===== src/rtl/compressed_mem_reader.sv =====
`default_nettype none
// ============================================================================
// Module      : compressed_mem_reader
// Description : Burst read engine for the 16x8 compressed memory. Takes a
//               burst request, issues credit-limited reads and rebuilds each
//               word's low byte from a fill value. Words are delivered on a
//               valid/ready stream through a 4-entry first-word-fall-through
//               buffer, so downstream backpressure never loses a word.
// Ports       : clk, rst           - clock, synchronous active-high reset
//               req_*              - burst request (addr, len 0..16, round)
//               rd_en/rd_addr      - memory read port (issue side)
//               rd_data            - memory data, valid one cycle after rd_en
//               out_valid/ready    - decompressed output stream
//               out_data/out_last  - word and end-of-burst marker
//               done               - one-cycle pulse after burst completes
// Revision    : 1.0 - initial release
// ============================================================================
module compressed_mem_reader #(
    parameter int BW  = 16,
    parameter int CBW = 8,
    parameter int AW  = 4
) (
    input  logic          clk,
    input  logic          rst,
    input  logic          req_valid,
    output logic          req_ready,
    input  logic [AW-1:0] req_addr,
    input  logic [AW:0]   req_len,
    input  logic          req_round,
    output logic          rd_en,
    output logic [AW-1:0] rd_addr,
    input  logic [BW-1:0] rd_data,
    output logic          out_valid,
    input  logic          out_ready,
    output logic [BW-1:0] out_data,
    output logic          out_last,
    output logic          done
);

    localparam logic [1:0] S_IDLE  = 2'd0;
    localparam logic [1:0] S_ISSUE = 2'd1;
    localparam logic [1:0] S_DRAIN = 2'd2;

    localparam int DEPTH = 4;

    localparam logic [AW:0]       C_ONE_LEN    = {{AW{1'b0}}, 1'b1};
    localparam logic [AW-1:0]     C_ONE_ADDR   = {{(AW-1){1'b0}}, 1'b1};
    localparam logic [BW-CBW-1:0] C_FILL_ROUND = {1'b1, {(BW-CBW-1){1'b0}}};
    localparam logic [BW-CBW-1:0] C_FILL_ZERO  = '0;

    // Control state
    logic [1:0]    state_q,      state_d;
    logic [AW-1:0] cur_addr_q,   cur_addr_d;
    logic [AW:0]   issue_left_q, issue_left_d;
    logic [AW:0]   pop_left_q,   pop_left_d;
    logic          mode_q,       mode_d;
    logic          done_q,       done_d;
    logic          inflight_q;

    // Output buffer
    logic [BW-1:0] fifo_q [DEPTH];
    logic [1:0]    wr_ptr_q;
    logic [1:0]    rd_ptr_q;
    logic [2:0]    count_q;

    logic            w_credit;
    logic            w_issue;
    logic            w_push;
    logic            w_pop;
    logic            w_valid;
    logic            w_last;
    logic [CBW-1:0]  w_hi;
    logic [BW-CBW-1:0] w_fill;
    logic [BW-1:0]   w_push_data;
    logic            w_unused_rd_lo;

    // The stored low byte is discarded and rebuilt from the fill rule.
    assign w_unused_rd_lo = ^rd_data[BW-CBW-1:0];

    // A read in flight has a reserved slot, so the buffer can never overflow.
    assign w_credit = ({1'b0, count_q} + {3'b000, inflight_q}) < 4'd4;
    assign w_issue  = (state_q == S_ISSUE) && w_credit;

    assign w_valid  = (count_q != 3'd0);
    assign w_pop    = w_valid && out_ready;
    assign w_last   = w_valid && (pop_left_q == C_ONE_LEN);

    // rd_data is only meaningful the cycle after a sampled rd_en.
    assign w_push      = inflight_q;
    assign w_hi        = rd_data[BW-1:BW-CBW];
    assign w_fill      = (mode_q && (w_hi != '0)) ? C_FILL_ROUND : C_FILL_ZERO;
    assign w_push_data = {w_hi, w_fill};

    // ---------------------------------------------------------------- state register
    always_ff @(posedge clk) begin
        if (rst) begin
            state_q      <= S_IDLE;
            cur_addr_q   <= '0;
            issue_left_q <= '0;
            pop_left_q   <= '0;
            mode_q       <= 1'b0;
            done_q       <= 1'b0;
            inflight_q   <= 1'b0;
        end else begin
            state_q      <= state_d;
            cur_addr_q   <= cur_addr_d;
            issue_left_q <= issue_left_d;
            pop_left_q   <= pop_left_d;
            mode_q       <= mode_d;
            done_q       <= done_d;
            inflight_q   <= w_issue;
        end
    end

    // ---------------------------------------------------------------- next state
    always_comb begin
        state_d      = state_q;
        cur_addr_d   = cur_addr_q;
        issue_left_d = issue_left_q;
        pop_left_d   = pop_left_q;
        mode_d       = mode_q;
        done_d       = 1'b0;

        if (w_pop) begin
            pop_left_d = pop_left_q - C_ONE_LEN;
        end

        case (state_q)
            S_IDLE: begin
                if (req_valid) begin
                    cur_addr_d   = req_addr;
                    issue_left_d = req_len;
                    pop_left_d   = req_len;
                    mode_d       = req_round;
                    if (req_len == '0) begin
                        done_d = 1'b1;
                    end else begin
                        state_d = S_ISSUE;
                    end
                end
            end
            S_ISSUE: begin
                if (w_issue) begin
                    // Address counter is AW bits wide, so 15 -> 0 wraps naturally.
                    cur_addr_d   = cur_addr_q + C_ONE_ADDR;
                    issue_left_d = issue_left_q - C_ONE_LEN;
                    if (issue_left_q == C_ONE_LEN) begin
                        state_d = S_DRAIN;
                    end
                end
            end
            S_DRAIN: begin
                if (w_pop && w_last) begin
                    state_d = S_IDLE;
                    done_d  = 1'b1;
                end
            end
            default: begin
                state_d = S_IDLE;
            end
        endcase
    end

    // ---------------------------------------------------------------- outputs
    always_comb begin
        req_ready = (state_q == S_IDLE);
        rd_en     = w_issue;
        rd_addr   = cur_addr_q;
        done      = done_q;
        out_valid = w_valid;
        out_last  = w_last;
        out_data  = w_valid ? fifo_q[rd_ptr_q] : '0;
    end

    // ---------------------------------------------------------------- buffer
    always_ff @(posedge clk) begin
        if (rst) begin
            wr_ptr_q <= 2'd0;
            rd_ptr_q <= 2'd0;
            count_q  <= 3'd0;
            for (int i = 0; i < DEPTH; i++) begin
                fifo_q[i] <= '0;
            end
        end else begin
            if (w_push) begin
                fifo_q[wr_ptr_q] <= w_push_data;
                wr_ptr_q         <= wr_ptr_q + 2'd1;
            end
            if (w_pop) begin
                rd_ptr_q <= rd_ptr_q + 2'd1;
            end
            case ({w_push, w_pop})
                2'b10:   count_q <= count_q + 3'd1;
                2'b01:   count_q <= count_q - 3'd1;
                default: count_q <= count_q;
            endcase
        end
    end

endmodule
`default_nettype wire

===== config.mk =====
export PLATFORM = sky130hd
export DESIGN_NAME = compressed_mem_reader
export DESIGN_NICKNAME = d
export VERILOG_FILES = /design/src/rtl/compressed_mem_reader.sv
export SDC_FILE = /design/constraint.sdc
export NUM_CORES = 1
export LEC_CHECK = 0
export ABC_AREA = 0
export BUFFER_PORTS_ARGS = -buffer_cell sky130_fd_sc_hd__buf_4
export CELL_PAD_IN_SITES_DETAIL_PLACEMENT = 0
export CELL_PAD_IN_SITES_GLOBAL_PLACEMENT = 1
export CORE_ASPECT_RATIO = 0.6
export CORE_MARGIN = 2
export CORE_UTILIZATION = 30
export DETAILED_ROUTE_END_ITERATION = 12
export PLACE_DENSITY = 0.69
export SYNTH_ARGS = -nofsm -noshare
export SYNTH_HDL_FRONTEND = slang
export SYNTH_SLANG_ARGS = --single-unit

===== constraint.sdc =====
create_clock -name clk -period 2.5 [get_ports clk]
set_input_delay 0.375 -clock clk [delete_from_list [all_inputs] [get_ports clk]]
set_output_delay 0.375 -clock clk [all_outputs]
set_load 0.005 [all_outputs]

==> results.cfg <==
[finish]
syn_to_final_growth_pct = 22.9
fillers = 1000
nNetsFinal = 369
drive_above_1_share_pct = 24.7
antenna_cells = 0

[power]
p_sw_mw = 0.934
worst_ir_drop_vdd_v = 0.000496
power.leakage_nw = 1.48
pwr-share-comb_pct = 23.8
p_int_mw = 2.37
p_seq_share_pct = 40.3
swShare_pct = 28.3
powerDensity_nw_per_um2 = 851
p_clk_share_pct = 35.9

[status]
outcome = finished clean

[cts]
cts_hold_buffers = 0
clockBufferDepth = 2
numCtsBuffers = 9
cts_tree = yes
ctsResizeCount = 0
clk_latency_ps = 320
clockRootBuffer = clkbuf_16
cts_setup_buffers = 0
clkTransAtPathRegs_ps = 60
cts.sinks = 64
cts_max_level = 3

[drt]
drt_pass1_iterations = 6
wl_per_cell_um = 15.1
vias = 2250
drc = 0
dr.first_iter.drc_count = 131
viasPerCell = 4.78
wl_um = 7090
detail-route-antenna-nets = 0

[sta]
slew_headroom_pct = 54.5
fin_skew_ps = 5.75
period_needed_ps = 2220
max_freq_ghz = 0.450
tightest_slew_ps = 680
setup_ws_ps = 280
post-route-period-util_pct = 88.8
finalSetupTns_ps = 0
final-hold-violation-count = 0
finalSetupViolCount = 0
drv_slew = 0
rsz0062_at_grt = false

[yosys]
synth_top_area_cell = edfxtp_1
yosysSeqAreaShare_pct = 52.0
yosys_register_bits = 64
synth_edf_count = 36
async_flop_share_pct = 0
yosysWarnings = 0
syn_area_um2 = 3160
synth.distinct_cells = 47
syn_area_per_cell_um2 = 11.0
synth_area_leaders = edfxtp_1 34%, dfxtp_1 18%, and2_1 7.1%
synth_flop_cell = edfxtp_1
syn_inst = 287
synth_top_cell_area_share_pct = 34.2

[floorplanning]
ios = 55
die_h_um = 83.5
core_um2 = 10100
fp-row-count = 28
start_util_pct = 31.4
die_x_um = 136
dieArea_um2 = 11400

[global_route]
grtUsageMet3_pct = 3.64
grt_pass1_wl_um = 11700
busiest_layer = met2
grt.overflow.total = 0
grt_start_max_net_pins = 35
track_usage_pct = 13.4
grt_util_met1_pct = 19.3
antenna_found_initial = 0
grt_pass1_vias = 2243
use_met2_pct = 19.5

[critical_path]
r2r_end = count_q[2]
required_ps = 2120
regToRegStartpoint = count_q[0]
crit_fanout = 5
r2r_setup_slack_ps = 410
arrival_ps = 1840
worst-r2r-cell-count = 8
start_kind = flop
critPathCaptureType = output pin
worst-setup-path-type = reg -> out

[worst_hold_path]
hp-start = req_round
min_path_type = in -> reg
whs_path_depth = 3
whs_endpoint = mode_q

[placed_design]
gp_congestion = 0.740
dp_hpwl_um = 5060
port_buffers = 39
place_ws_ps = 444

[run]
cap_violations = 0
==> worst max-delay path, cell delays in order, from the launching register on <==
cell and delay, ps:
dfxtp_1 510, buf_4 240, mux4_2 500, nor2b_1 140, buf_4 130
==> layout by cell type (no fill, tap or decap), types with 5 or more instances in the layout <==
master     count
xor2_1         6
mux4_2         9
buf_4         48
nor2b_1       11
nand2_1       15
o21ai_0        5
ha_1           6
nor2_1        24
o21ai_1        5
nor3_1         5
inv_1         10
conb_1         7
edfxtp_1      36
a21oi_1       15
dfxtp_1       28
clkbuf_16      9
and2_1        36
==> cell usage after synthesis, types with 3 or more instances <==
master	number
and2_1	36
edfxtp_1	36
dfxtp_1	28
nor2_1	24
a21oi_1	15
nand2_1	15
nor2b_1	11
inv_1	10
mux4_2	9
clkbuf_1	8
buf_4	7
ha_1	6
xor2_1	6
buf_2	5
nor3_1	5
o21ai_0	5
o21ai_1	5
a211oi_1	4
and3_1	4
nand3_1	4
xnor2_1	4
nor3b_2	3
nor4_1	3
or2_2	3
==> worst max path at each step <==
stage / end / slack [ps] / cells after the start
2_1_floorplan: count_q[2] / 620 / 8
3_3_place_gp: count_q[2] / 480 / 8
3_5_place_dp: count_q[2] / 440 / 8
4_1_cts: out_data[9] / 240 / 4
5_1_grt: out_data[9] / 120 / 4
6_report: out_data[9] / 280 / 4
==> layer usage <==
layer  share of wire, %  routed length [µm]
met3                6.1                 429
met4                1.1                  76
met5                  0                   0
met2                 44                3120
met1                 49                3460
==> stage by stage <==
step | instance area, µm² | power, mW | cells | hold WS (ps) | util, %
2_1_floorplan | 3180 | 1.84 | 293 | 445 | -
3_3_place_gp | 3600 | 2.13 | 456 | 468 | 35.8
3_5_place_dp | 3600 | 2.15 | 456 | 471 | 35.8
4_1_cts | 3880 | 3.34 | 471 | 312 | 38.6
5_1_grt | 3880 | 3.50 | 471 | 327 | 38.6
6_report | 3880 | 3.30 | 471 | 318 | 38.6
==> power by group through the flow <==
| stage | Sequential, mW | Clock (mW) | Combinational, mW |
|---|---|---|---|
| 2_1_floorplan | 1.31 | 0 | 0.533 |
| 3_3_place_gp | 1.35 | 0 | 0.786 |
| 3_5_place_dp | 1.35 | 0 | 0.793 |
| 4_1_cts | 1.33 | 1.20 | 0.803 |
| 5_1_grt | 1.35 | 1.25 | 0.894 |
| 6_report | 1.33 | 1.18 | 0.787 |
==> logic make-up (layout without fill, tap and decap cells) <==
| logic type | count (synthesis) | after routing | share of synthesized area (%) |
|---|---|---|---|
| flip-flops | 64 | 64 | 52.0 |
| AND/OR/NAND/NOR | 122 | 122 | 22.0 |
| multiplexers | 9 | 9 | 6.42 |
| other | 1 | 7 | 0.119 |
| buffers and inverters | 31 | 74 | 4.72 |
| XOR/XNOR | 10 | 10 | 2.77 |
| AO/OA/AOI/OAI | 43 | 43 | 9.00 |
| adder cells (fa/ha/maj) | 7 | 7 | 3.01 |
==> registers in the layout, indices dropped and copies added (netlist names), named ones only <==
name	flops
rd_addr	4
wr_ptr_q	2
pop_left_q	5
rd_ptr_q	2
fifo_q	36
done	1
inflight_q	1
count_q	3
issue_left_q	5
state_q	2
mode_q	1
==> cell type report <==
class                      instances  area, µm²  share of cell area [%]
clock inverter                     5       48.8                    1.26
sequential                        64       1640                    42.3
inverter                          11       41.3                    1.06
multi-input combinational        198       1390                    35.8
tap                              135        169                    4.35
timing repair buffer              48        360                    9.29
clock buffer                      10        229                    5.90
(Power assumes the default switching activity.)
